**src/rtl/prime_arbiter.sv**
```systemverilog
`default_nettype none
// ============================================================================
// Module      : prime_arbiter
// Description : Round-robin front end sharing one prime-test core among NREQ
//               requesters, with a one-job-in-flight watchdog.
// Revision    : 1.0 - initial release
// ============================================================================
module prime_arbiter #(
    parameter int NREQ    = 4,
    parameter int W       = 8,
    parameter int TIMEOUT = 1023
) (
    input  logic              clk,
    input  logic              rst_n,
    input  logic [NREQ-1:0]   req,
    input  logic [NREQ*W-1:0] n_in,
    output logic [NREQ-1:0]   gnt,
    output logic [NREQ-1:0]   rsp_valid,
    output logic              rsp_prime,
    output logic              rsp_err,
    output logic              busy,
    output logic              core_start,
    output logic [W-1:0]      core_n,
    output logic              core_abort,
    input  logic              core_done,
    input  logic              core_prime
);

    localparam int                c_id_w    = $clog2(NREQ);
    localparam int                c_wd_w    = $clog2(TIMEOUT + 1);
    localparam logic [c_wd_w-1:0] c_wd_last = c_wd_w'(TIMEOUT - 1);

    typedef enum logic [1:0] {
        S_IDLE  = 2'd0,
        S_ISSUE = 2'd1,
        S_WAIT  = 2'd2,
        S_RESP  = 2'd3
    } state_t;

    state_t            r_state,       w_state_nxt;
    logic [c_id_w-1:0] r_ptr,         w_ptr_nxt;
    logic [c_id_w-1:0] r_owner,       w_owner_nxt;
    logic [c_wd_w-1:0] r_wd,          w_wd_nxt;
    logic [W-1:0]      r_core_n,      w_core_n_nxt;
    logic [NREQ-1:0]   r_gnt,         w_gnt_nxt;
    logic [NREQ-1:0]   r_rsp_valid,   w_rsp_valid_nxt;
    logic              r_rsp_prime,   w_rsp_prime_nxt;
    logic              r_rsp_err,     w_rsp_err_nxt;
    logic              r_busy,        w_busy_nxt;
    logic              r_core_start,  w_core_start_nxt;
    logic              r_core_abort,  w_core_abort_nxt;

    logic              w_found;
    logic [c_id_w-1:0] w_sel;
    logic [NREQ-1:0]   w_sel_oh;
    logic [W-1:0]      w_sel_n;
    logic [NREQ-1:0]   w_own_oh;
    int                w_dist;
    int                w_best;

    // Pick the requester with the smallest wrapped distance from the pointer.
    always_comb begin
        w_found  = 1'b0;
        w_sel    = '0;
        w_sel_oh = '0;
        w_best   = NREQ;
        w_dist   = 0;
        for (int i = 0; i < NREQ; i++) begin
            w_dist = i - int'(r_ptr);
            if (w_dist < 0) begin
                w_dist = w_dist + NREQ;
            end
            if (req[i] && (w_dist < w_best)) begin
                w_best   = w_dist;
                w_found  = 1'b1;
                w_sel    = c_id_w'(i);
                w_sel_oh = '0;
                w_sel_oh[i] = 1'b1;
            end
        end
    end

    always_comb begin
        w_sel_n  = '0;
        w_own_oh = '0;
        for (int i = 0; i < NREQ; i++) begin
            if (w_sel == c_id_w'(i)) begin
                w_sel_n = n_in[i*W +: W];
            end
            w_own_oh[i] = (r_owner == c_id_w'(i));
        end
    end

    always_comb begin
        w_state_nxt      = r_state;
        w_ptr_nxt        = r_ptr;
        w_owner_nxt      = r_owner;
        w_wd_nxt         = r_wd;
        w_core_n_nxt     = r_core_n;
        w_gnt_nxt        = '0;
        w_rsp_valid_nxt  = '0;
        w_rsp_prime_nxt  = 1'b0;
        w_rsp_err_nxt    = 1'b0;
        w_core_start_nxt = 1'b0;
        w_core_abort_nxt = 1'b0;
        case (r_state)
            S_IDLE: begin
                if (w_found) begin
                    w_state_nxt      = S_ISSUE;
                    w_owner_nxt      = w_sel;
                    w_core_n_nxt     = w_sel_n;
                    w_ptr_nxt        = (w_sel == c_id_w'(NREQ - 1)) ? '0 : w_sel + 1'b1;
                    w_gnt_nxt        = w_sel_oh;
                    w_core_start_nxt = (w_sel_n >= W'(2));
                end
            end
            S_ISSUE: begin
                if (r_core_n >= W'(2)) begin
                    w_state_nxt = S_WAIT;
                    w_wd_nxt    = '0;
                end else begin
                    // 0 and 1 are answered locally; the core never sees them.
                    w_state_nxt     = S_RESP;
                    w_rsp_valid_nxt = w_own_oh;
                end
            end
            S_WAIT: begin
                w_wd_nxt = r_wd + 1'b1;
                if (core_done) begin
                    w_state_nxt     = S_RESP;
                    w_rsp_valid_nxt = w_own_oh;
                    w_rsp_prime_nxt = core_prime;
                end else if (r_wd == c_wd_last) begin
                    w_state_nxt      = S_RESP;
                    w_rsp_valid_nxt  = w_own_oh;
                    w_rsp_err_nxt    = 1'b1;
                    w_core_abort_nxt = 1'b1;
                end
            end
            S_RESP: begin
                w_state_nxt = S_IDLE;
            end
            default: begin
                w_state_nxt = S_IDLE;
            end
        endcase
        w_busy_nxt = (w_state_nxt != S_IDLE);
    end

    always_ff @(posedge clk or negedge rst_n) begin
        if (!rst_n) begin
            r_state      <= S_IDLE;
            r_ptr        <= '0;
            r_owner      <= '0;
            r_wd         <= '0;
            r_core_n     <= '0;
            r_gnt        <= '0;
            r_rsp_valid  <= '0;
            r_rsp_prime  <= 1'b0;
            r_rsp_err    <= 1'b0;
            r_busy       <= 1'b0;
            r_core_start <= 1'b0;
            r_core_abort <= 1'b0;
        end else begin
            r_state      <= w_state_nxt;
            r_ptr        <= w_ptr_nxt;
            r_owner      <= w_owner_nxt;
            r_wd         <= w_wd_nxt;
            r_core_n     <= w_core_n_nxt;
            r_gnt        <= w_gnt_nxt;
            r_rsp_valid  <= w_rsp_valid_nxt;
            r_rsp_prime  <= w_rsp_prime_nxt;
            r_rsp_err    <= w_rsp_err_nxt;
            r_busy       <= w_busy_nxt;
            r_core_start <= w_core_start_nxt;
            r_core_abort <= w_core_abort_nxt;
        end
    end

    assign gnt        = r_gnt;
    assign rsp_valid  = r_rsp_valid;
    assign rsp_prime  = r_rsp_prime;
    assign rsp_err    = r_rsp_err;
    assign busy       = r_busy;
    assign core_start = r_core_start;
    assign core_n     = r_core_n;
    assign core_abort = r_core_abort;

endmodule
`default_nettype wire

```
**config.mk**
```make
export PLATFORM = sky130hd
export DESIGN_NAME = prime_arbiter
export DESIGN_NICKNAME = d
export VERILOG_FILES = /design/src/rtl/prime_arbiter.sv
export SDC_FILE = /design/constraint.sdc
export NUM_CORES = 1
export LEC_CHECK = 0
export BUFFER_PORTS_ARGS = -buffer_cell sky130_fd_sc_hd__buf_2
export CORE_MARGIN = 5
export CORE_UTILIZATION = 45
export CTS_BUF_LIST = sky130_fd_sc_hd__clkbuf_4 sky130_fd_sc_hd__clkbuf_8
export CTS_CLUSTER_SIZE = 16
export DETAILED_ROUTE_END_ITERATION = 7
export PLACE_DENSITY = 0.73
export SKIP_CTS_REPAIR_TIMING = 1
export SLEW_MARGIN = 20
export SYNTH_ARGS = -nofsm -noshare
export SYNTH_HDL_FRONTEND = slang
export SYNTH_SLANG_ARGS = --single-unit
```
**constraint.sdc**
```tcl
create_clock -name clk -period 3.6 [get_ports clk]
set_input_delay 0.54 -clock clk [delete_from_list [all_inputs] [get_ports clk]]
set_output_delay 0.54 -clock clk [all_outputs]
set_load 0.01 [all_outputs]
```
* After elaboration in Yosys (flattened, before gate mapping)
Index checks and enable logic that the tools add are counted.
** Storage, ports and cells
- Register bits after elaboration :: 36
- Logic and storage cells :: 96
** Operators by class
- Add/sub/neg operators :: 10
- Order comparisons :: 10
- Equality and inequality tests :: 11
- Multiplexer cells :: 43
- Reduce and logical (&&, ||, !) cells :: 11
** Operator list (number)
- two-way mux 32 bit :: 7
- < comparator 32 bit :: 3
- < comparator 32 x 4 -> 1 bit, second input constant :: 1
- two-way mux 4 bit :: 8
- two-way mux 8 bit :: 4
- adder 3 x 4 -> 5 bit, second input constant :: 4
- case mux 10 bit (2 select lines) :: 1
- >= comparator 8 x 2 -> 1 bit, second input constant :: 2
- two-way mux 1 bit :: 14
- equality test 2 bit, second input constant :: 6
- < comparator 3 x 1 -> 1 bit, second input constant :: 4
- two-way mux 2 bit :: 6
- adder 10 x 1 -> 10 bit, second input constant :: 1
- equality test 10 bit, second input constant :: 1
- two-way mux 10 bit :: 1
- case mux 2 bit (4 select lines) :: 1
- case mux 4 bit (2 select lines) :: 1
- equality test 2 x 1 -> 1 bit, second input constant :: 3
- zero test 2 bit :: 3
- subtractor 1 x 2 -> 3 bit, first input constant :: 2
- subtractor 2 x 2 -> 3 bit, first input constant :: 2
- logical AND 1 bit :: 4
- AND reduction 2 bit :: 2
- nonzero test 2 bit :: 2
- 2 further kinds :: 2

* Depth between registers and ports, before layout
Gate-level depths: netlist of run 1.
- Depth in word-level cells :: 23
- Mapped depth :: 21
- Mapped depth without buffers :: 19

* Least setup slack after synthesis of run 1
No wires, ideal clock.
- Kind :: input -> register
- From :: input port req[1]
- To :: register r_core_start, in the netlist core_start
- Setup time :: 0.133 ns
- Arrival time :: 3.874 ns
- Data required time :: 3.467 ns
- Setup slack :: -0.407 ns
- Cell stages on the path :: 19
- Path buffers :: 1
- Path through :: nor3b_1 > o21ai_0 > o21ai_0 > inv_1 > ha_1 > o21a_1 > nor2_1 > o21ai_1 > mux2i_1 > ha_1 > nand3b_1 > a31oi_2 > or3_1 > ha_1 > or2_0 > clkbuf_1 > a221o_1 > a222oi_1 > a31oi_1
** Between the ends
- Longest elaborated chain between the ends :: 16
- Elaborated cells on any way between the ends :: 24
** RTL lines
- from (decl) :: RTL line 15 : input logic [NREQ-1:0] req,
- logical AND 1 bit (*) :: RTL line 73 : if (req[i] && (w_dist < w_best)) begin
- two-way mux 32 bit :: RTL line 73
- < comparator 32 bit :: RTL line 73
- logical AND 1 bit :: RTL line 73
- two-way mux 32 bit :: RTL line 73
- < comparator 32 bit :: RTL line 73
- logical AND 1 bit :: RTL line 73
- two-way mux 2 bit (*) :: RTL line 73
- via w_sel[0] :: RTL line 54 : logic [c_id_w-1:0] w_sel;
- zero test 2 bit :: RTL line 87 : if (w_sel == c_id_w'(i)) begin
- two-way mux 8 bit (3 in a row) :: RTL line 87
- two-way mux 8 bit (*) :: RTL line 87
- >= comparator 8 x 2 -> 1 bit (*) :: RTL line 114 : w_core_start_nxt = (w_sel_n >= W'(2));
- two-way mux 1 bit (*) :: RTL line 108 : if (w_found) begin
- two-way mux 1 bit (*) :: RTL line 106 : case (r_state)
- via w_core_start_nxt :: RTL line 50 : logic r_core_start, w_core_start_nxt;
- to (signal assigned) :: RTL line 175 : r_core_start <= w_core_start_nxt;
- to (decl) :: RTL line 50
The timed path passes the listed nets; every way through them passes the cells marked *.
A chain may end at the register's enable or synchronous reset.

* Final worst setup path of run 1
- From :: register r_ptr[0]
- To :: register r_core_start, in the netlist core_start
** Between the ends
- Longest elaborated chain between the ends :: 23
- Elaborated cells on any way between the ends :: 45
** RTL lines
- from (decl) :: RTL line 41 : logic [c_id_w-1:0] r_ptr, w_ptr_nxt;
- from (signal assigned) :: RTL line 166 : r_ptr <= w_ptr_nxt;
- subtractor 1 x 2 -> 3 bit :: RTL line 69 : w_dist = i - int'(r_ptr);
- adder 3 x 4 -> 5 bit or < comparator 3 x 1 -> 1 bit (tied branches) :: RTL line 71, 70
- two-way mux 32 bit :: RTL line 70 : if (w_dist < 0) begin
- < comparator 32 x 4 -> 1 bit :: RTL line 73
- logical AND 1 bit :: RTL line 73
- two-way mux 32 bit :: RTL line 73
- < comparator 32 bit :: RTL line 73
- logical AND 1 bit :: RTL line 73
- (+5 left out)
- logical AND 1 bit :: RTL line 73
- two-way mux 2 bit :: RTL line 73
- zero test 2 bit :: RTL line 87
- two-way mux 8 bit (4 in a row) :: RTL line 87
- >= comparator 8 x 2 -> 1 bit :: RTL line 114
- two-way mux 1 bit (*) :: RTL line 108
- two-way mux 1 bit (*) :: RTL line 106
- via w_core_start_nxt :: RTL line 50
Marked as above.

==> Implementation_results.wiki, run 1 <==
{| class="wikitable"
! Metric !! Value
|-
| Worst min-delay path class || in -> async
|-
| Post-Syn Area per Cell || about 9.6 µm²
|-
| Seq pwr share || around a quarter
|-
| WL final || roughly 5.4 mm
|-
| Final worst setup slack || -460.7 ps
|-
| Pint || about 1600 µW
|-
| VDD IR-drop max || roughly 0.64 mV
|-
| Remaining number of nets flagged by the antenna check after routing || 0
|-
| Failing checks || negative setup slack
|-
| Die Footprint || 6262 µm²
|-
| GR Util All Layers || between 10% and 20%
|-
| Pin count of the biggest net entering global routing || 37
|-
| Fin cells || approximately 370
|-
| Reg-to-reg startpoint || r_ptr[0]
|-
| Largest clock skew in the final design || ~4.7 ps
|-
| Result of the run || finished with violations
|-
| DRC violations left || 0
|-
| Summed instance area of the synthesized netlist || about 2200 µm²
|-
| Relative slew margins || a little under 50%
|-
| List of cells traversed by the critical path || nor3b_2 > o21ai_1 > o21ai_1 > inv_1 > ha_1 > o21a_1 > nor2_2 > o21ai_2 > mux2i_1 > ha_2 > nor3b_2 > a21o_1 > inv_2 > and3_4 > ha_2 > nor2b_4 > a221o_1 > a222oi_1 > a31oi_1
|-
| Net count after synthesis || 276
|-
| Last element of the critical path || core_start
|-
| Clock Pin Slew Worst Setup and Hold Paths || around 70 ps
|-
| Via count of the first global-routing pass || between 1,500 and 2,000
|-
| Largest stage delay, worst path || around 430 ps
|-
| Number of vias per cell after detailed routing || around 5.5
|-
| Library cell with the largest summed area after synthesis || sky130_fd_sc_hd__dfrtp_1
|-
| Worst setup startpoint || r_ptr[0]
|-
| Placed Instances || approximately 350
|-
| Proportion of synthesized chip area in sequential cells || between 40% and 50%
|-
| Bufs on Longest Clock Path || 2
|-
| Vertical extent of the die || 79.14 µm
|-
| Setup slack on the worst flop-to-flop path || -460 ps
|-
| Top post-synthesis cells by area || sky130_fd_sc_hd__dfrtp_1 42%, sky130_fd_sc_hd__ha_1 6.4%, sky130_fd_sc_hd__nand2_1 4.5%, sky130_fd_sc_hd__inv_1 3.1%, sky130_fd_sc_hd__a2bb2oi_1 2.9%
|-
| Number of maximum-capacitance constraint violations || 0
|-
| CP Max Fanout || 5
|-
| Final Max Tran Viols || 0
|-
| Most frequent cells after synthesis || 36 x sky130_fd_sc_hd__dfrtp_1, 26 x sky130_fd_sc_hd__nand2_1, 18 x sky130_fd_sc_hd__inv_1
|-
| Count of endpoints failing setup in the final report || 9
|-
| Setup repair after global routing missed its margin || yes
|-
| Cell with the most instances after synthesis || sky130_fd_sc_hd__dfrtp_1
|-
| Synth Register Bits || 36
|-
| Wire length of the first global-routing pass || 8.818 mm
|-
| Number of enable-type register cells in the synthesized netlist || 0
|-
| Diode count || 0
|-
| Switching power as a share of total power || between 40% and 50%
|-
| Type of element capturing the critical path || flop
|-
| Area share of the leading cell type in the synthesized netlist || between 40% and 50%
|-
| Fraction of registers with async set or reset after synthesis || 100.0%
|-
| Final TNS setup || -2030 ps
|-
| Number of nets at the end of the flow || around 360
|-
| Yosys warning count || 0
|-
| Number of inserted filler cells in the final layout || ~390
|-
| Instance count of the mapped netlist || between 200 and 250
|-
| NetSw || ~1100 µW
|-
| Clock root buffer || sky130_fd_sc_hd__clkbuf_8
|-
| Slew at the pin closest to its max-slew limit || 757.5 ps
|-
| Leakage Power || between 0.001 and 0.0015 µW
|-
| Routed wirelength normalized by instance count || 14.87 µm
|-
| P per Cell Area || about 950 nW/µm²
|-
| Kind of critical path || reg -> reg
|-
| Hold violation count in the final report || 0
|-
| Drt initial violations || slightly above 50
|-
| Min Tclk post-route || a little over 4000 ps
|-
| Clock share of power || between 10% and 20%
|-
| Initial Util || between 40% and 50%
|-
| I/O pin cnt || just over 60
|-
| Die boundary width || ~79 µm
|-
| Cell Rows || 25
|-
| TritonCTS sink count || 36
|-
| Number of buffers added on ports || 60
|-
| Required time at the endpoint of the critical path || 3740 ps
|-
| Placeable core region || ~4700 µm²
|-
| Total number of vias || around 2,000
|-
| Element type at the critical path start || flop
|-
| Final Cycle Share || 112.8%
|-
| Max frequency || 246.3 MHz
|-
| GR Overflow Total || 0
|-
| RePlAce Congestion || 0.8621
|-
| Data arrival, critical path || around 4200 ps
|-
| Combinational fraction of design power || about 65%
|-
| Count of TritonRoute iterations in the first routing pass || 4
|-
| HPWL Detailed || about 4 mm
|-
| Main flop type after synthesis || sky130_fd_sc_hd__dfrtp_1
|-
| Number of cells traversed by the worst register-to-register path || 19
|-
| Synth cell types || 60
|-
| Level count of the clock H-tree || 2
|-
| Master of the slowest instance on the critical path || sky130_fd_sc_hd__dfrtp_1
|-
| Clk_lat worst skew || roughly 280 ps
|-
| Reg2reg end || core_start
|-
| Initial antenna violation count || 0
|-
| Cts bufs inserted || 5
|-
| Layout Area Growth over Synthesis || 34.79%
|-
| Clock tree from TritonCTS || built
|-
| Share of cells above drive strength 1 || between 40% and 50%
|}
logic make-up (layout without fill, tap and decap cells):
logic type                 after synthesis  in the layout  share of synthesized area [%]
and+or+nand+nor                         88             88                          22.86
adders and majority gates               11             11                          6.399
muxes                                    1              1                         0.4654
DFF                                     36             36                          41.88
AOI/OAI and AO/OA                       61             61                          22.51
buffers and inverters                   25            111                          4.654
xor gates and xnor gates                 3              3                          1.222
how the worst min path moves through the flow:
stage | from | to | slack, ps
floorplan | rst_n | busy | 240
global placement | r_owner[0] | rsp_valid[2] | 480
detailed placement | r_owner[0] | rsp_valid[2] | 490
CTS | rst_n | busy | 350
global route | rst_n | rsp_valid[3] | 400
finish | rst_n | rsp_prime | 320
cell usage in the layout, fill, tap and decap left out, types with 3 or more instances in the layout:
master,Yosys,layout
sky130_fd_sc_hd__o21ai_0,10,8
sky130_fd_sc_hd__dfrtp_1,36,35
sky130_fd_sc_hd__inv_1,18,17
sky130_fd_sc_hd__nor2_1,9,8
sky130_fd_sc_hd__buf_4,1,24
sky130_fd_sc_hd__nand3_2,1,3
sky130_fd_sc_hd__o21ai_1,3,4
sky130_fd_sc_hd__ha_2,0,3
sky130_fd_sc_hd__a2bb2oi_1,7,4
sky130_fd_sc_hd__or3_1,4,3
sky130_fd_sc_hd__ha_1,11,6
sky130_fd_sc_hd__clkbuf_8,0,7
sky130_fd_sc_hd__nand2_1,26,26
sky130_fd_sc_hd__a2bb2oi_2,0,3
sky130_fd_sc_hd__nor3_1,7,7
sky130_fd_sc_hd__a21oi_1,6,6
sky130_fd_sc_hd__buf_2,2,60
sky130_fd_sc_hd__nand3_1,10,8
sky130_fd_sc_hd__a221o_1,6,6
sky130_fd_sc_hd__nor4_1,3,3
sky130_fd_sc_hd__o21ai_2,2,3
worst max-delay path, delay by kind of cell, from the launching register on:
family	cells	cell delay, ps
AOI/OAI and AO/OA	8	1570
DFF	1	430
muxes	1	210
and+or+nand+nor	5	790
adders and majority gates	3	750
buffers and inverters	2	160
layer usage:
metal | global-route usage (%) | part of all wire, % | up-vias
li1 | - | - | 1004
met1 | 22.29 | 44 | 938
met2 | 28.62 | 48 | 67
met3 | 3.741 | 5.5 | 11
met4 | 8.076 | 2.2 | 0
met5 | 0 | 0 | -
registers in the layout, indices dropped and copies added (netlist names):
| name | flops |
|---|---|
| r_wd | 10 |
| core_n | 8 |
| gnt | 4 |
| rsp_valid | 4 |
| r_owner | 2 |
| r_ptr | 2 |
| r_state | 2 |
| busy | 1 |
| core_abort | 1 |
| core_start | 1 |
| rsp_prime | 1 |
stage by stage:
stage,utilization [%],total power (µW),area (µm²),hold slack [ps],setup slack [ps]
after floorplan,-,1641,2172,244.4,-261.9
after global placement,56.69,2142,2660,480.1,-427.1
after detailed placement,56.69,2176,2660,485.6,-551.4
after CTS,58.75,2491,2756,346.5,-405.9
after global routing,61.79,2957,2899,396.1,-701.5
final,61.79,2742,2899,321.9,-460.7
power by group through the flow:
| stage | combinational, µW | clock (µW) | sequential (µW) |
|---|---|---|---|
| 2_1_floorplan | 980 | 0 | 661 |
| 3_3_place_gp | 1500 | 0 | 643 |
| 3_5_place_dp | 1530 | 0 | 648 |
| 4_1_cts | 1540 | 312 | 643 |
| 5_1_grt | 1960 | 329 | 663 |
| 6_report | 1790 | 304 | 645 |
cell type report:
class                      instances  area (µm²)  share of cell area, %
multi-input combinational        164        1262                  43.55
sequential                        36       902.1                  31.12
inverter                          18       67.56                  2.331
clock buffer                       7       96.34                  3.323
tap                               54       67.56                  2.331
timing repair buffer              86       503.0                  17.35
No activity file was read; power rests on OpenSTA's default activity.
==> run 2: changes to the inputs <==
--- a/config.mk
+++ b/config.mk
@@ -6,12 +6,11 @@
 export NUM_CORES = 1
 export LEC_CHECK = 0
 export BUFFER_PORTS_ARGS = -buffer_cell sky130_fd_sc_hd__buf_2
-export CORE_MARGIN = 5
 export CORE_UTILIZATION = 45
 export CTS_BUF_LIST = sky130_fd_sc_hd__clkbuf_4 sky130_fd_sc_hd__clkbuf_8
 export CTS_CLUSTER_SIZE = 16
 export DETAILED_ROUTE_END_ITERATION = 7
-export PLACE_DENSITY = 0.73
+export PLACE_DENSITY = 0.71
 export SKIP_CTS_REPAIR_TIMING = 1
 export SLEW_MARGIN = 20
 export SYNTH_ARGS = -nofsm -noshare
==> constraint.sdc (replaced) <==
create_clock -name clk -period 4.74 [get_ports clk]
set_input_delay 0.711 -clock clk [delete_from_list [all_inputs] [get_ports clk]]
set_output_delay 0.711 -clock clk [all_outputs]
set_load 0.01 [all_outputs]
==> Implementation_results.wiki, run 2 (synthesized netlist as in run 1, its figures left out) <==
{| class="wikitable"
! Metric !! Value
|-
| Element type at the critical path start || input pin
|-
| Final Max Tran Viols || 0 (unchanged)
|-
| GR Overflow Total || 0 (unchanged)
|-
| Total non-filler cell area in the finished layout || 2580 µm² (-11%)
|-
| Slew at the pin closest to its max-slew limit || 782.1 ps (+24.63 ps)
|-
| CP Max Fanout || 8 (+3)
|-
| Setup repair after global routing missed its margin || no
|-
| Fin cells || 339 (-7.1%)
|-
| Die boundary width || 71.14 µm (-10%)
|-
| Placeable core region || 4474 µm² (-4.6%)
|-
| Most frequent cells in the layout || 60 x sky130_fd_sc_hd__buf_2, 36 x sky130_fd_sc_hd__dfrtp_1, 26 x sky130_fd_sc_hd__nand2_1
|-
| GR Util All Layers || 20.74% (+3.2 points)
|-
| VDD IR-drop max || 0.4512 mV (-29%)
|-
| Number of nets at the end of the flow || 338 (-6.6%)
|-
| Remaining number of nets flagged by the antenna check after routing || 0 (unchanged)
|-
| Fin Hold WS || 503.1 ps (+181.2 ps)
|-
| Min Tclk post-route || ~4300 ps
|-
| Pin count of the biggest net entering global routing || 37 (unchanged)
|-
| Level count of the clock H-tree || 2 (unchanged)
|-
| Wire length of the first global-routing pass || 8.280 mm (-6.1%)
|-
| Kind of critical path || in -> reg
|-
| Max frequency || ~230 MHz
|-
| Number of maximum-capacitance constraint violations || 0 (unchanged)
|-
| Cell Rows || 24 (-4.0%)
|-
| Total number of vias || 1,877 (-7.1%)
|-
| Clk_lat worst skew || 290 ps (about the same)
|-
| Required time at the endpoint of the critical path || 4880 ps (+1140 ps)
|-
| Number of vias per cell after detailed routing || 5.537 (about the same)
|-
| Routed wirelength normalized by instance count || 13.82 µm (-7.1%)
|-
| Die Footprint || 5060 µm² (-19%)
|-
| Bufs on Longest Clock Path || 2 (unchanged)
|-
| Result of the run || completed
|-
| Data arrival, critical path || 4450 ps (+250 ps)
|-
| Top register by number of flip-flops || r_wd
|-
| P per Cell Area || 649.8 nW/µm² (-31%)
|-
| Cell Area, Placed || 2499 µm² (-6.1%)
|-
| Diode count || 0 (unchanged)
|-
| DRC violations left || 0 (unchanged)
|-
| Final TNS setup || 0 ps (+2030 ps)
|-
| Layout Area Growth over Synthesis || 19.95%
|-
| Clock root buffer || sky130_fd_sc_hd__clkbuf_8
|-
| Share of cells above drive strength 1 || 29.97% (-13 points)
|-
| Initial antenna violation count || 0 (unchanged)
|-
| TritonCTS sink count || 36 (unchanged)
|-
| Placed Instances || 332 (-5.9%)
|-
| Clock Pin Slew Worst Setup and Hold Paths || 70 ps (about the same)
|-
| Worst Setup Slack post-DPL || 161.0 ps (+712.4 ps)
|-
| RePlAce Congestion || 0.8610 (-0.13%)
|-
| Initial Util || 48.07% (+2.2 points)
|-
| Via count of the first global-routing pass || 1,831 (-7.2%)
|-
| Relative slew margins || 47.86% (-1.6 points)
|-
| Final Cycle Share || about nine tenths
|-
| WL final || 4.685 mm (-14%)
|-
| Final worst setup slack || 432.3 ps (+893.0 ps)
|-
| Drt initial violations || 129 (+150%)
|-
| Number of buffers added on ports || 60 (unchanged)
|-
| Number of inserted filler cells in the final layout || 412 (+6.5%)
|-
| Cts bufs inserted || 5 (unchanged)
|-
| Largest clock skew in the final design || 4.147 ps (-0.5081 ps)
|-
| Worst min-delay path class || in -> async
|-
| Leakage Power || 0.001273 µW (-9.9%)
|-
| I/O pin cnt || 61 (unchanged)
|-
| Vertical extent of the die || 71.14 µm (-10%)
|-
| Worst setup startpoint || req[1]
|-
| Reg-to-reg startpoint || r_ptr[1]
|-
| Most common cell after layout, fill and taps aside || sky130_fd_sc_hd__buf_2
|-
| Clock tree from TritonCTS || built
|-
| Type of element capturing the critical path || flop
|-
| Max FFs per register || 10 (unchanged)
|-
| Count of TritonRoute iterations in the first routing pass || 6 (+2)
|-
| Count of endpoints failing setup in the final report || 0 (-9)
|-
| HPWL Detailed || 3.517 mm (-13%)
|-
| Hold violation count in the final report || 0 (unchanged)
|}
[run 2: changes by cell type in the layout (fill, tap and decap cells not counted), moves of 3 or more]
cell | before | now
sky130_fd_sc_hd__a2bb2oi_1 | 4 | 7
sky130_fd_sc_hd__ha_1 | 6 | 11
sky130_fd_sc_hd__buf_4 | 24 | 2
sky130_fd_sc_hd__ha_2 | 3 | 0
sky130_fd_sc_hd__a2bb2oi_2 | 3 | 0
[run 2: layer usage]
layer / vias to the layer above / wire [µm] / share of wire (%) / GRT usage (%)
li1: 949 / - / - / -
met1: 869 / 2302 / 49 / 27.89
met2: 53 / 2125 / 45 / 33.76
met3: 6 / 171 / 3.6 / 3.134
met4: 0 / 85 / 1.8 / 8.222
met5: - / 0 / 0 / 0
[run 2: metrics by stage]
step | power, µW | util, %
6_report | 1677 | 57.66
5_1_grt | 1837 | 57.66
3_3_place_gp | 1447 | 55.84
3_5_place_dp | 1466 | 55.84
4_1_cts | 1684 | 57.66
2_1_floorplan | 1223 | -
[run 2: power by group]
group	switching [µW]	internal (µW)
Clock	102	105
Sequential	86.3	402
Combinational	558	423
[run 2: cell type report]
type | instances | area [µm²] | area share (%)
sequential | 36 | 900.9 | 34.92
clock inverter | 1 | 5.005 | 0.1940
inverter | 18 | 67.56 | 2.619
timing repair buffer | 62 | 315.3 | 12.22
multi-input combinational | 164 | 1150 | 44.57
clock buffer | 6 | 76.32 | 2.958
tap | 52 | 65.06 | 2.522
[run 2: path summary, 6_finish.rpt]
check	to	slack [ps]	depth (start not counted)
max	core_start	430	19
min	rsp_valid[3]	500	1
max reg2reg	core_start	510	18
min reg2reg	rsp_valid[2]	510	1
max in group asynchronous	core_n[6]	3740	1
min in group clk	rsp_valid[2]	510	1
[run 2: worst max-delay path, cell delays in order]
cell and delay (ps):
sky130_fd_sc_hd__buf_2 140, sky130_fd_sc_hd__nor3b_1 180, sky130_fd_sc_hd__o21ai_0 90, sky130_fd_sc_hd__o21ai_0 100, sky130_fd_sc_hd__inv_1 70, sky130_fd_sc_hd__ha_1 280
sky130_fd_sc_hd__o21a_1 140, sky130_fd_sc_hd__nor2_1 60, sky130_fd_sc_hd__o21ai_1 210, sky130_fd_sc_hd__mux2i_1 230, sky130_fd_sc_hd__ha_1 180, sky130_fd_sc_hd__nand3b_1 140
sky130_fd_sc_hd__a31oi_2 90, sky130_fd_sc_hd__or3_1 440, sky130_fd_sc_hd__ha_1 300, sky130_fd_sc_hd__or2_0 320, sky130_fd_sc_hd__a221o_1 320, sky130_fd_sc_hd__a222oi_1 310
sky130_fd_sc_hd__a31oi_1 130
